File: config.mk
export PLATFORM = sky130hd
export DESIGN_NAME = vigna_bus_arbiter
export DESIGN_NICKNAME = d
export VERILOG_FILES = /design/src/rtl/vigna_bus_arbiter.sv
export SDC_FILE = /design/constraint.sdc
export NUM_CORES = 1
export LEC_CHECK = 0
export ABC_AREA = 1
export BUFFER_PORTS_ARGS = -buffer_cell sky130_fd_sc_hd__clkbuf_2
export CAP_MARGIN = 20
export CORE_MARGIN = 5
export CORE_UTILIZATION = 40
export DETAILED_ROUTE_END_ITERATION = 8
export PLACE_DENSITY = 0.83
export SLEW_MARGIN = 40
export SYNTH_ARGS = -nofsm -noshare
export SYNTH_HDL_FRONTEND = slang
export SYNTH_SLANG_ARGS = --single-unit
File: constraint.sdc
create_clock -name clk -period 1.45 [get_ports clk]
set_input_delay 0.145 -clock clk [delete_from_list [all_inputs] [get_ports clk]]
set_output_delay 0.145 -clock clk [all_outputs]
set_load 0.02 [all_outputs]
File: src/rtl/vigna_bus_arbiter.sv
// vigna_bus_arbiter: round-robin merge of the vigna I/D buses onto one memory port,
// with a per-transaction watchdog that aborts hung slave accesses.
module vigna_bus_arbiter #(
  parameter logic [15:0] TIMEOUT   = 16'd255,
  parameter logic [31:0] ERR_RDATA = 32'h0000_0013
) (
  input  logic        clk,
  input  logic        resetn,
  input  logic        i_valid,
  output logic        i_ready,
  input  logic [31:0] i_addr,
  input  logic [31:0] i_wdata,
  input  logic [3:0]  i_wstrb,
  output logic [31:0] i_rdata,
  input  logic        d_valid,
  output logic        d_ready,
  input  logic [31:0] d_addr,
  input  logic [31:0] d_wdata,
  input  logic [3:0]  d_wstrb,
  output logic [31:0] d_rdata,
  output logic        m_valid,
  input  logic        m_ready,
  output logic [31:0] m_addr,
  output logic [31:0] m_wdata,
  output logic [3:0]  m_wstrb,
  input  logic [31:0] m_rdata,
  output logic        timeout_err,
  output logic [7:0]  err_count
);
  typedef enum logic {IDLE, BUSY} state_t;
  state_t      state;
  logic        grant, last_grant, done, abort, pick;
  logic [15:0] cnt;
  always_comb begin
    done    = state == BUSY && m_ready;
    abort   = state == BUSY && !m_ready && TIMEOUT != 16'd0 && cnt == TIMEOUT - 16'd1;
    pick    = (i_valid && d_valid) ? !last_grant : d_valid;
    i_ready = (done || abort) && !grant;
    d_ready = (done || abort) && grant;
    i_rdata = abort ? ERR_RDATA : m_rdata;
    d_rdata = abort ? ERR_RDATA : m_rdata;
  end
  // valid inputs are only sampled in IDLE, so m_* never depend combinationally on them
  always_ff @(posedge clk or negedge resetn) begin
    if (!resetn) begin
      state       <= IDLE;
      grant       <= 1'b0;
      last_grant  <= 1'b0;
      cnt         <= 16'd0;
      m_valid     <= 1'b0;
      m_addr      <= 32'd0;
      m_wdata     <= 32'd0;
      m_wstrb     <= 4'd0;
      timeout_err <= 1'b0;
      err_count   <= 8'd0;
    end else begin
      timeout_err <= 1'b0;
      if (state == IDLE) begin
        if (i_valid || d_valid) begin
          state      <= BUSY;
          grant      <= pick;
          last_grant <= pick;
          cnt        <= 16'd0;
          m_valid    <= 1'b1;
          m_addr     <= pick ? d_addr : i_addr;
          m_wdata    <= pick ? d_wdata : i_wdata;
          m_wstrb    <= pick ? d_wstrb : i_wstrb;
        end
      end else if (done || abort) begin
        state   <= IDLE;
        m_valid <= 1'b0;
        if (abort) begin
          timeout_err <= 1'b1;
          if (err_count != 8'hFF) err_count <= err_count + 8'd1;
        end
      end else begin
        cnt <= cnt + 16'd1;
      end
    end
  end
endmodule

Word-level counts from Yosys, hierarchy flattened. Cells that the tools add are included.

Flip-flop bits (word level): 96. Output and inout port bits: 144.

Bitwise logic cells: 1. $add $sub $neg: 2. Mux-type cells: 17. Equal/unequal tests: 4. Reduce and logical (&&, ||, !) cells: 15.

Operators by type and width (number): $mux W32 (3); $mux W16 (3); $add A16 B1 Y16 const B (1); $eq A16 B8 Y1 const B (1); $mux W1 (10); $add A8 B1 Y8 const B (1); $ne A8 B8 Y1 const B (1); $logic_and A1 B1 Y1 (6); $reduce_and A2 Y1 (3); $mux W4 (1); $reduce_and A4 Y1 (1); $logic_not A1 Y1 (2); $logic_or A1 B1 Y1 (2); $ne A2 B1 Y1 const B (1); $ne A2 B2 Y1 const B (1); $reduce_bool A2 Y1 (1); $not A1 Y1 (1).

Longest topological paths before layout.
Word-level depth: 6. Depth in mapped cells: 11. Gate-level depth less buffers: 11.

Least setup slack after synthesis. No wires, ideal clock.

Kind: register -> output. Start: register cnt[0]. End: output i_rdata[10]. Cell stages (with the launch flop): 11. Data required time: 1.305 ns. Data arrival time: 1.645 ns. Path slack: -0.340 ns. Cells stage by stage: dfrtp_1 > inv_1 > ha_1 > nand2_1 > nor2_1 > nand3_2 > nor2_4 > buf_6 > buf_6 > nor2_1 > buf_4.

Cells in the longest elaborated chain, start to end: 3.

RTL lines: start: declaration (RTL line 33) `logic [15:0] cnt;`; start signal: assignment (RTL line 77) `cnt <= cnt + 16'd1;`; $eq A16 B8 Y1 (RTL line 36) `abort = state == BUSY && !m_ready && TIMEOUT != 16'd0 && cnt == TIMEOUT - 16'd1;`; $logic_and A1 B1 Y1 (RTL line 36); $mux W32; end: declaration (RTL line 14) `output logic [31:0] i_rdata,`.

No other way between the ends.

Worst setup path in the final report.
Start: register cnt[0]. End: output i_ready.

Cells in the longest elaborated chain, start to end: 4.

RTL lines: $eq A16 B8 Y1 (RTL line 36); $logic_and A1 B1 Y1 (RTL line 36); $logic_or A1 B1 Y1 (RTL line 38) `i_ready = (done || abort) && !grant;`; $logic_and A1 B1 Y1 (RTL line 38); end: declaration (RTL line 10) `output logic i_ready,`.

No other way between the ends.

==> results.cfg <==
[detailed_routing]
drt_pass1_iterations = 7
avgViaCountPerCell = 5.25
antenna_left = 0
drt_iter0_markers = 451
remaining_drc_errors = 0
wl_per_cell_um = 18.6
finalWirelength_um = 24200
dr_total_vias = 6814

[cts]
cts_tree = done
cts_sinks = 96
root_buffer = clkbuf_16
numCtsBuffers = 9
cts_max_level = 3
clk_latency_ns = 0.35
clk_path_buf_depth = 2
clkTransAtPathRegs_ns = 0.07

[synthesis]
synthArstFlopShare_pct = 100
synth_fp_nets = 920
synth_edf_count = 0
synth_seq_cells = 96
yosys_warnings = 0
synthTopCellsByArea = dfrtp_1 (44%), nand2_1 (11%), nor2_1 (9.3%), o21ai_0 (9.1%), buf_4 (5.4%)
synth_cell_types = 30
mappedNetlistArea_um2 = 5440
synthCells = 744
synthFlopType = dfrtp_1
synth_top_area_share_pct = 44.2
syn_area_per_cell_um2 = 7.31
yosysSeqAreaShare_pct = 44.2
synthTopCellsByCount = nand2_1 (157), nor2_1 (135), o21ai_0 (99)
yosysMostFrequentCell = nand2_1
synth_top_area_cell = dfrtp_1

[floorplanning]
die_area_um2 = 16000
die_width_um = 127
row_count = 42
ios = 317
core_um2 = 13300
die_h_um = 127
start_util_pct = 40.9

[grt]
grt_max_degree = 70
grt_use_total_pct = 22.5
grt_pass1_wl_um = 29300
antenna_found_initial = 1
grt_pass1_vias = 6110
gr-total-overflow = 0

[sta]
hold_viol = 0
worst_pin_slew_ns = 0.437
clock.fmax_mhz = 490
setup_viol = 159
drv_slew = 0
fin_ws_ns = -0.591
finalCritPeriodShare_pct = 141
rsz0062_at_grt = true
min_period_ns = 2.04
relSlewSlack_pct = 70.7
finalSetupTns_ns = -42.51
fin_skew_ns = 0.00334

[worst_setup_path]
crit_path_end_kind = output port
critPathKind = reg2out
worstPathMaxFanout = 3
r2r_cells = 14
crit_buf_inv = 5
cpMaxStageDelayCell = dfrtp_1
start_kind = flip-flop
cp_slowest_stage_delay_ns = 0.39
worstPathCellList = inv_2 -> ha_4 -> buf_4 -> inv_2 -> nor2_2 -> nand2_1 -> nor2_1 -> nand3_2 -> nand2_2 -> inv_2 -> nor2_2 -> clkbuf_8
cp.required_ns = 1.31
cp_data_arrival_time_ns = 1.90
crit_top_cell = inv_2
cpLargestDelayFamily = simple AND/OR/NAND/NOR gates
worst-path-stages = 12

[run_status]
violations = setup timing
outcome = finished with violations

[pwr]
p_sw_uw = 5660
power.total_uw = 13300
p_clk_share_pct = 17.1
combPwrFrac_pct = 51.6
pwr-share-seq_pct = 31.3
power_density_nw_per_um2 = 1360
p_int_uw = 7660
ir_drop_v = 0.000858
p_sw_share_pct = 42.5
p_leak_uw = 0.00502

[run]
max-cap-violations = 0

[place]
gp_congestion = 0.882
dp.cells = 1229
pre_cts_ws_ns = -0.238
port_buffers = 316
post-dp-hpwl_um = 14100

[layout]
drive_above_1_share_pct = 57.0
num_antenna_cells = 0
fin_nets = 1295
final_cells = 1299
area_delta_synth_final_pct = 80.3

[hold_path]
hold_class = in2reg
hold_depth = 3
[worst reg2reg max path, cell delays in order, from the launching register on]
cell and delay, ns:
dfrtp_1 0.39, inv_2 0.07, ha_4 0.14, buf_4 0.13, inv_2 0.04, nor2_2 0.10, nand2_1 0.05, nor2_1 0.14
nand3_2 0.11, buf_4 0.15, buf_4 0.12, buf_4 0.12, o21ai_1 0.10, nand2_1 0.06, inv_1 0.05
[layout by cell type (no fill, tap or decap), types with 4 or more instances in the layout]
cell type,netlist,final
buf_12,0,13
buf_4,39,59
buf_6,8,65
buf_8,0,15
clkbuf_16,0,25
clkbuf_2,4,259
clkbuf_8,0,4
dfrtp_1,96,94
inv_1,60,56
inv_2,4,4
nand2_1,157,99
nand2_2,5,49
nand2_4,1,14
nand3_1,38,22
nand3_2,1,15
nand4_1,7,7
nor2_1,135,99
nor2_2,2,7
nor2_4,2,33
o21ai_0,99,31
o21ai_1,44,59
o21ai_2,0,50
o21ai_4,1,4
[registers in the layout, summed over array words and instances (netlist names), 4 cells and up]
register / cells
m_wdata: 32
cnt: 16
err_count: 8
m_addr: 32
m_wstrb: 4
[stage by stage]
step | hold slack (ns) | area [um^2] | utilization [%]
after floorplan | -0.151 | 5650 | -
after global placement | 0.0784 | 7560 | 56.9
after detailed placement | 0.0807 | 7560 | 56.9
after CTS | 0.0416 | 8130 | 61.2
after global routing | 0.0528 | 9800 | 73.7
final | 0.0406 | 9800 | 73.7
[routing by layer]
layer  track usage, %  vias to the layer above  share of wire, %
li1                 -                     3105                 -
met1             25.1                     3180                34
met5                0                        -             0.054
met4             11.0                        2               5.2
met2             39.6                      428                52
met3             6.09                       99               8.9
[power by group through the flow]
| stage | Sequential [uW] | Combinational (uW) | Clock (uW) |
|---|---|---|---|
| 3_5_place_dp | 4020 | 4710 | 0 |
| 5_1_grt | 4260 | 7250 | 2390 |
| 4_1_cts | 3980 | 4990 | 2290 |
| 6_report | 4170 | 6880 | 2280 |
| 3_3_place_gp | 3980 | 4640 | 0 |
| 2_1_floorplan | 5020 | 1760 | 0 |
[path summary, 6_finish.rpt]
check	from	end	slack, ns
min reg2reg	m_addr[12]$_DFFE_PN0P_	m_addr[12]$_DFFE_PN0P_	0.49
min	d_addr[28]	m_addr[28]$_DFFE_PN0P_	0.04
max in group asynchronous	resetn	m_wdata[4]$_DFFE_PN0P_	0.64
min in group asynchronous	resetn	m_addr[9]$_DFFE_PN0P_	0.26
max reg2reg	cnt[0]$_DFFE_PN0P_	err_count[4]$_DFFE_PN0P_	-0.39
max	cnt[0]$_DFFE_PN0P_	i_ready	-0.59
[cells by family (layout without fill, tap and decap cells)]
logic type                 count (synthesis)  count (layout)  share of synthesized area, %
adders and majority gates                  3               3                         0.691
and+or+nand+nor                          355             356                          27.0
AOI/OAI and AO/OA                        151             151                          14.2
buffers and inverters                    136             514                          13.4
xor gates and xnor gates                   3               3                         0.483
DFF                                       96              96                          44.2
[timing repair]
action / CTS / global route
setup buffers: 10 / 19
hold buffers: 1 / 0
gates cloned: 3 / 23
setup endpoints to repair: 83 / 156
resized for setup: 44 / 424
hold endpoints to repair: 22 / 0
pin swaps: 9 / 29
[layout make-up]
type                       count  area (um^2)
timing repair inverter         1         16.3
clock inverter                 3         17.5
timing repair buffer         432         3450
sequential                    96         2400
tap                          176          220
inverter                      66          278
fill                         893         3500
clock buffer                  12          256
multi-input combinational    513         3160
Note: power is estimated with default switching activity, not from simulation.
